[src/rtl/exu_issue_queue.sv]
// In-order issue buffer between decode and exu with a 32-entry busy scoreboard for long-latency results.
// Latency: an entry enqueued in cycle N can issue in cycle N+1; there is no enqueue-to-issue pass-through.
// Backpressure: enq_ready_o drops when full, on flush or in reset. deq_valid_o is withheld while the head has a RAW/WAW hazard.
// Ports: clock_i/reset_i (sync, active-high)/flush_i; enq_* decode side (valid/ready + fields + payload);
//        deq_* exu side (valid/ready + head fields + payload); wb_valid_i/wb_rd_i long-latency writeback;
//        count_o occupied entries; stall_cnt_o saturating hazard-stall cycle counter.
module exu_issue_queue #(
  parameter int DEPTH     = 4,
  parameter int PAYLOAD_W = 256,
  parameter int CNT_W     = 16
) (
  input  logic                   clock_i,
  input  logic                   reset_i,
  input  logic                   flush_i,
  input  logic                   enq_valid_i,
  output logic                   enq_ready_o,
  input  logic [4:0]             enq_rs1_i,
  input  logic [4:0]             enq_rs2_i,
  input  logic [4:0]             enq_rd_i,
  input  logic                   enq_src1_is_reg_i,
  input  logic                   enq_src2_is_reg_i,
  input  logic                   enq_need_to_wb_i,
  input  logic                   enq_is_long_i,
  input  logic [PAYLOAD_W-1:0]   enq_payload_i,
  output logic                   deq_valid_o,
  input  logic                   deq_ready_i,
  output logic [4:0]             deq_rs1_o,
  output logic [4:0]             deq_rs2_o,
  output logic [4:0]             deq_rd_o,
  output logic                   deq_src1_is_reg_o,
  output logic                   deq_src2_is_reg_o,
  output logic                   deq_need_to_wb_o,
  output logic                   deq_is_long_o,
  output logic [PAYLOAD_W-1:0]   deq_payload_o,
  input  logic                   wb_valid_i,
  input  logic [4:0]             wb_rd_i,
  output logic [$clog2(DEPTH):0] count_o,
  output logic [CNT_W-1:0]       stall_cnt_o
);

  localparam int PTR_W = $clog2(DEPTH);
  localparam logic [PTR_W:0] FULL = (PTR_W + 1)'(DEPTH);

  // Entry storage (no reset: contents are only observed when count_q != 0)
  logic [4:0]           rs1_q  [DEPTH];
  logic [4:0]           rs2_q  [DEPTH];
  logic [4:0]           rd_q   [DEPTH];
  logic [3:0]           flag_q [DEPTH];  // {src1_is_reg, src2_is_reg, need_to_wb, is_long}
  logic [PAYLOAD_W-1:0] pay_q  [DEPTH];

  logic [PTR_W-1:0] head_q, head_d, tail_q, tail_d;
  logic [PTR_W:0]   count_q, count_d;
  logic [31:0]      busy_q, busy_d;
  logic [CNT_W-1:0] stall_q, stall_d;

  logic hazard, do_enq, do_deq, not_empty;

  // Busy lookup with same-cycle writeback bypass; x0 is never busy.
  function automatic logic is_busy(input logic [31:0] busy, input logic [4:0] r,
                                   input logic wb_v, input logic [4:0] wb_r);
    return busy[r] & (r != 5'd0) & !(wb_v & (wb_r == r));
  endfunction

  assign deq_rs1_o         = rs1_q[head_q];
  assign deq_rs2_o         = rs2_q[head_q];
  assign deq_rd_o          = rd_q[head_q];
  assign deq_src1_is_reg_o = flag_q[head_q][3];
  assign deq_src2_is_reg_o = flag_q[head_q][2];
  assign deq_need_to_wb_o  = flag_q[head_q][1];
  assign deq_is_long_o     = flag_q[head_q][0];
  assign deq_payload_o     = pay_q[head_q];

  // The rd term catches WAW against an outstanding long-latency producer.
  assign hazard = (deq_src1_is_reg_o & is_busy(busy_q, deq_rs1_o, wb_valid_i, wb_rd_i)) |
                  (deq_src2_is_reg_o & is_busy(busy_q, deq_rs2_o, wb_valid_i, wb_rd_i)) |
                  (deq_need_to_wb_o  & is_busy(busy_q, deq_rd_o,  wb_valid_i, wb_rd_i));

  assign not_empty   = (count_q != '0);
  assign enq_ready_o = !reset_i & !flush_i & (count_q != FULL);
  assign deq_valid_o = !reset_i & !flush_i & not_empty & !hazard;
  assign do_enq      = enq_valid_i & enq_ready_o;
  assign do_deq      = deq_valid_o & deq_ready_i;
  assign count_o     = count_q;
  assign stall_cnt_o = stall_q;

  always_comb begin
    head_d  = head_q;
    tail_d  = tail_q;
    count_d = count_q;
    busy_d  = busy_q;
    stall_d = stall_q;

    if (flush_i) begin
      head_d  = '0;
      tail_d  = '0;
      count_d = '0;
    end else begin
      if (do_enq) tail_d = tail_q + 1'b1;
      if (do_deq) head_d = head_q + 1'b1;
      if (do_enq && !do_deq) count_d = count_q + 1'b1;
      if (!do_enq && do_deq) count_d = count_q - 1'b1;
      if (not_empty && hazard && (stall_q != {CNT_W{1'b1}})) stall_d = stall_q + 1'b1;
    end

    // Clear first so a same-cycle set on the same register wins.
    if (wb_valid_i) busy_d[wb_rd_i] = 1'b0;
    if (do_deq && deq_need_to_wb_o && deq_is_long_o) busy_d[deq_rd_o] = 1'b1;
    busy_d[0] = 1'b0;
  end

  always_ff @(posedge clock_i) begin
    if (reset_i) begin
      head_q  <= '0;
      tail_q  <= '0;
      count_q <= '0;
      busy_q  <= '0;
      stall_q <= '0;
    end else begin
      head_q  <= head_d;
      tail_q  <= tail_d;
      count_q <= count_d;
      busy_q  <= busy_d;
      stall_q <= stall_d;
    end
  end

  always_ff @(posedge clock_i) begin
    if (do_enq) begin
      rs1_q[tail_q]  <= enq_rs1_i;
      rs2_q[tail_q]  <= enq_rs2_i;
      rd_q[tail_q]   <= enq_rd_i;
      flag_q[tail_q] <= {enq_src1_is_reg_i, enq_src2_is_reg_i, enq_need_to_wb_i, enq_is_long_i};
      pay_q[tail_q]  <= enq_payload_i;
    end
  end

endmodule

[config.mk]
export PLATFORM = sky130hd
export DESIGN_NAME = exu_issue_queue
export DESIGN_NICKNAME = d
export VERILOG_FILES = /design/src/rtl/exu_issue_queue.sv
export SDC_FILE = /design/constraint.sdc
export NUM_CORES = 1
export LEC_CHECK = 0
export BUFFER_PORTS_ARGS = -buffer_cell sky130_fd_sc_hd__buf_2
export CAP_MARGIN = 20
export CELL_PAD_IN_SITES_DETAIL_PLACEMENT = 0
export CELL_PAD_IN_SITES_GLOBAL_PLACEMENT = 1
export CORE_UTILIZATION = 45
export CTS_BUF_LIST = sky130_fd_sc_hd__clkbuf_16
export CTS_CLUSTER_SIZE = 12
export DETAILED_ROUTE_END_ITERATION = 6
export PLACE_DENSITY = 0.75
export SLEW_MARGIN = 0
export SYNTH_ARGS = -nofsm -noshare
export SYNTH_HDL_FRONTEND = slang
export SYNTH_SLANG_ARGS = --single-unit
[constraint.sdc]
create_clock -name clock_i -period 26.5 [get_ports clock_i]
set_input_delay 5.3 -clock clock_i [delete_from_list [all_inputs] [get_ports clock_i]]
set_output_delay 5.3 -clock clock_i [all_outputs]
set_load 0.02 [all_outputs]
# After elaboration in Yosys (flattened, before gate mapping)
# Memory sizes are Yosys's and may differ from the RTL's. A register that Yosys moved wholly into a read port is not among the register bits.
# Index checks and enable logic that the tools add are counted.
[classes] addsub=5 order_cmp=6 n_eq_ne=5 n_mux=26 n_bitwise=24 n_reduce_logical=23
[op_table] cell="$mux W32" n=2
[op_table] cell="$and A32 B32 Y32" n=1
[op_table] cell="$not A32 Y32" n=1
[op_table] cell="$or A32 B32 Y32" n=1
[op_table] cell="$lt A5 B6 Y1 const B" n=4
[op_table] cell="$mux W2" n=10
[op_table] cell="$and A1 B1 Y1" n=18
[op_table] cell="$add A16 B1 Y16 const B" n=1
[op_table] cell="$ne A16 B16 Y1 const B" n=1
[op_table] cell="$bmux W1 S5" n=3
[op_table] cell="$eq A5 B5 Y1" n=3
[op_table] cell="$reduce_bool A5 Y1" n=3
[op_table] cell="$demux W1 S5" n=2
[op_table] cell="$ge A5 B1 Y1 const B" n=2
[op_table] cell="$logic_and A1 B1 Y1" n=8
[op_table] cell="$logic_not A1 Y1" n=8
[op_table] cell="$mux W1" n=7
[op_table] cell="$mux W3" n=2
[op_table] cell="$add A2 B1 Y2 const B" n=2
[op_table] cell="$add A3 B1 Y3 const B" n=1
[op_table] cell="$ne A3 B3 Y1 const B" n=1
[op_table] cell="$reduce_bool A3 Y1" n=1
[op_table] cell="$sub A3 B1 Y3 const B" n=1
[op_table] cell="$or A1 B1 Y1" n=2
[op_table] cell="other kinds (4)" n=4
[word_totals] ff_bits=55 ramBits=1100 input_bits=286 word_cells=100 mem_count=5
[mem_list] name="pay_q" depth=4 word_bits=256 rd=1 rd_ports_with_merged_regs=1 wr=1 line="49" source="logic [PAYLOAD_W-1:0] pay_q [DEPTH];"
[mem_list] name="rd_q" depth=4 word_bits=5 rd=1 rd_ports_with_merged_regs=1 wr=1 line="47" source="logic [4:0] rd_q [DEPTH];"
[mem_list] name="rs1_q" depth=4 word_bits=5 rd=1 rd_ports_with_merged_regs=1 wr=1 line="45" source="logic [4:0] rs1_q [DEPTH];"
[mem_list] name="rs2_q" depth=4 word_bits=5 rd=1 rd_ports_with_merged_regs=1 wr=1 line="46" source="logic [4:0] rs2_q [DEPTH];"
[mem_list] name="flag_q" depth=4 word_bits=4 rd=1 rd_ports_with_merged_regs=1 wr=1 line="48" source="logic [3:0] flag_q [DEPTH];"

# Longest topological paths before layout
[logic_depth] ltp_word=14 depth_mapped=17

# Least setup slack after synthesis
# No wires, ideal clock.
[synth_timing] path_type="input-to-reg" start="input flush_i" end="memory flag_q[0][0], enable pin" arrival_time_ns=12.751 slack_ns=13.075 stages=4 n_path_buf=1 cell_sequence="or2_2 -> clkbuf_1 -> a31oi_1 -> and3_1"
[synth_via] elab_chain_len=6
[synth_rtl] item="start, declared" line="14" source="input logic flush_i,"
[synth_rtl] item="$logic_not A1 Y1" line="79" source="assign enq_ready_o = !reset_i & !flush_i & (count_q != FULL);"
[synth_rtl] item="$and A1 B1 Y1 (2 in a row)" line="79"
[synth_rtl] item="named net enq_ready_o" line="16" source="output logic enq_ready_o,"
[synth_rtl] item="$and A1 B1 Y1" line="81" source="assign do_enq = enq_valid_i & enq_ready_o;"
[synth_rtl] item="$mux W1" line="128" source="if (do_enq) begin"
[synth_rtl] item="$mux W1 (not written as such)" line="132" source="flag_q[tail_q] <= {enq_src1_is_reg_i, enq_src2_is_reg_i, enq_need_to_wb_i, enq_is_long_i};"
[synth_rtl] item="end, declared" line="48"
# The timed path passes the listed nets, and every way through them passes these cells.

# Worst setup path in the final report
[layout_timing] start="input wb_rd_i[4]" end="output deq_valid_o"
[layout_via] elab_chain_len=9
[layout_rtl] item="start, declared" line="36" source="input logic [4:0] wb_rd_i,"
[layout_rtl] item="$eq A5 B5 Y1" line="61" source="return busy[r] & (r != 5'd0) & !(wb_v & (wb_r == r));"
[layout_rtl] item="$and A1 B1 Y1" line="61"
[layout_rtl] item="$logic_not A1 Y1" line="61"
[layout_rtl] item="$and A1 B1 Y1" line="61"
[layout_rtl] item="$and A1 B1 Y1 (on tied branches)" line="74, 75"
[layout_rtl] item="$or A1 B1 Y1" line="74" source="assign hazard = (deq_src1_is_reg_o & is_busy(busy_q, deq_rs1_o, wb_valid_i, wb_rd_i)) |"
[layout_rtl] item="$or A1 B1 Y1 (*)" line="75" source="(deq_src2_is_reg_o & is_busy(busy_q, deq_rs2_o, wb_valid_i, wb_rd_i)) |"
[layout_rtl] item="$logic_not A1 Y1 (*)" line="80" source="assign deq_valid_o = !reset_i & !flush_i & not_empty & !hazard;"
[layout_rtl] item="$and A1 B1 Y1 (*)" line="80"
[layout_rtl] item="end, declared" line="25" source="output logic deq_valid_o,"
# Mark *: on every way between the ends. The rest lies on a longest branch, timed or not.

==> results.md <==
* Status: complete, no violations
* NetSw at 726 uW
* Clock root buffer: clkbuf_16
* R2r setup slk at 21000 ps
* CP Capture Type: primary output
* Worst-Margin Slew at 1190 ps
* Final Cell Area at 51200 um^2
* Crit-path max FO at 13
* Post-CTS Resized at 0
* Worst IR Drop VDD at 0.0722 mV
* Cells taking the most area after synthesis: edfxtp_1 (76%), mux4_2 (14%), dfxtp_1 (2.6%)
* Clk_skew at 42.9 ps
* Clock sink count at 1156
* Asr flop ratio synth at 0
* GRT Residual Overflow at 0
* Hold Fails Final Rpt at 0
* #FFs+latches synth at 1156
* Routed vias at 21300
* DRC at 0
* Seq pwr share at 0.559
* Logic gate share of total power at 0.031
* Register area at 34200 um^2
* Commonest non-fill, non-tap cell in the layout: edfxtp_1
* Slew Limit Fails at 0
* Detailed Routing Iterations Pass 1 at 5
* Worst-path clk slew at 60 ps
* TNS Setup at 0 ps
* Cells after DPL at 3692
* Req. time, crit path at 21200 ps
* Layout cells sized above 1 at 0.400
* Area of the multi-input gates at 8810 um^2
* DP Area at 47700 um^2
* Vias/cell at 5.46
* Remaining antenna violation count after routing at 0
* Pin count of the biggest net entering global routing at 144
* Number of synthesized flops with an enable pin at 1100
* Most frequent cells in the layout: edfxtp_1 (1100), buf_2 (581), mux4_2 (277)
* Critical path type: primary input to primary output
* CORE AREA at 95300 um^2
* Starting density of the core at 0.456
* Minimum clock period at 12960 ps
* Post-CTS setup buffers at 0
* Period utilisation layout at 0.489
* Nets at 2838
* Port bufs at 581
* I/O pins at 582
* Global-route wire length before repair at 141 mm
* Gpl congestion at 0.869
* Iter 0 DRT Violations at 1547
* Max Cap Viol at 0
* DIE WIDTH at 313 um
* Drt wl/cell at 24.6 um
* FMAX at 77.1 MHz
* Endpoints failing setup at 0
* Clock Power Share at 0.411
* PwrDens at 70.5 nW/um^2
* Die area at 97700 um^2
* Number of hold buffers added after cts at 0
* Hold/Removal Path Class: flop to flop
* Final cell count without fillers at 3899
* Total CTS buffers at 116
* GRT Total Usage at 0.194
* Crit start category: primary input
* Switching share of power at 0.201
* Lkg Pwr at 16.8 nW
* Top-area cell type share of the netlist area at 0.761
* Latest clock arrival within the worst-skew pair at 710 ps
* Synthesis-to-layout area growth at 18.0%
* WL final at 95.8 mm
* Post-synthesis net count at 2200
* Netlist Area Pre-Place at 43400 um^2
* Critical path data arrival time at 7660 ps
* Int Pwr at 2.89 mW
* Register area share after synthesis at 0.787
* Cells after synthesis at 1907
* HPWL after DPL at 61.3 mm
* Slew HR at 0.205
* Main synth FF type: edfxtp_1
* Synth cell types at 62
* Die Ht at 313 um
* Synthesized area per cell at 22.8 um^2
* Antenna violations before repair at 40
* TritonCTS clock tree: built
* H-tree levels at 3
* Unrepaired setup endpoints after global routing: no
* Max Root-Sink Buffers at 3
* Ys Warns at 0
* Post-synth top area cell: edfxtp_1
* Rows at 113
* Finished Core Util at 0.538
* Fill count at 7384
* Number of global-route vias before repair at 22300
[worst paths after layout]
path / from / to / cells after the start
hold / removal: head_q[1]$_SDFFE_PP0P_ / flop / 1
setup reg to reg: flop / count_o[2]$_SDFFE_PP0P_ / 14
setup / recovery: wb_rd_i[4] / deq_valid_o / 8
hold reg to reg: head_q[1]$_SDFFE_PP0P_ / flop / 1
[sequential cells by signal (all words and copies together) (netlist names), named ones only]
| signal | count |
|---|---|
| busy_q | 31 |
| count_o | 3 |
| rd_q | 20 |
| rs1_q | 20 |
| stall_cnt_o | 16 |
| tail_q | 2 |
| head_q | 2 |
| flag_q | 16 |
| rs2_q | 20 |
| pay_q | 1024 |
[area by class of cell]
type / count / share of cell area
Inverter: 17 / 0.00125
Tap cell: 1265 / 0.0309
Clock buffer: 117 / 0.0571
Timing Repair Buffer: 607 / 0.0608
Clock inverter: 74 / 0.0103
Antenna cell: 16 / 0.000782
Sequential cell: 1156 / 0.667
Multi-Input combinational cell: 647 / 0.172
[critical path: stages]
cell and delay (ps):
buf_2 220, nor2_1 90, a2111oi_0 400, o2111ai_1 160, o311a_1 170, a211oi_4 460, and3_1 560, buf_2 290
[layer usage]
layer | wire length [um] | GRT usage
met5 | 286 | 0
met4 | 2560 | 0.0612
met3 | 8840 | 0.0766
met2 | 48200 | 0.321
met1 | 36000 | 0.232
[cells in the mapped netlist, types with 3 or more instances]
cell and instances:
nand2_1 43, buf_1 32, o22ai_1 3, xor2_1 7, nand3b_1 6, mux2i_1 48
o21ai_1 32, mux4_2 277, o21ai_0 5, mux2_2 7, buf_4 9, ha_1 6
edfxtp_1 1100, inv_1 16, nand3_4 4, nand3_1 29, buf_2 3, dfxtp_1 56
buf_6 5, xnor2_1 18, and2_1 4, nor3b_1 5, a211o_1 3, nor3_1 5
and3_1 10, a21oi_1 12, nor2b_1 10, mux2_1 4, o211ai_1 19, clkbuf_1 38
nor2_1 39, nand4_1 9
[kinds of logic (layout without fill, tap and decap cells)]
logic type | after synthesis | after routing | share of synthesized area
flip-flops | 1156 | 1156 | 0.787
multiplexers | 336 | 336 | 0.158
AND/OR/NAND/NOR | 178 | 178 | 0.0217
buffers and inverters | 104 | 815 | 0.0107
AO/OA/AOI/OAI | 101 | 101 | 0.0160
XOR/XNOR | 25 | 25 | 0.00504
adder cells (fa/ha/maj) | 7 | 7 | 0.00219
other | 0 | 16 | 0
[power groups by stage]
stage / registers (mW) / clock network (mW) / logic [mW]
floorplan: 2.06 / 0 / 0.0482
global placement: 2.06 / 0 / 0.106
detailed placement: 2.06 / 0 / 0.111
CTS: 2.02 / 1.52 / 0.111
global route: 2.02 / 1.58 / 0.118
finish: 2.02 / 1.48 / 0.110
[per-stage QoR]
step | worst slack (ps) | total power, mW | hold slack, ps
final | 13540 | 3.61 | 503
after global routing | 13340 | 3.72 | 534
after CTS | 13490 | 3.65 | 511
after detailed placement | 13500 | 2.17 | 502
after global placement | 13530 | 2.16 | 456
after floorplan | 13070 | 2.11 | 446
(Power assumes the default switching activity.)
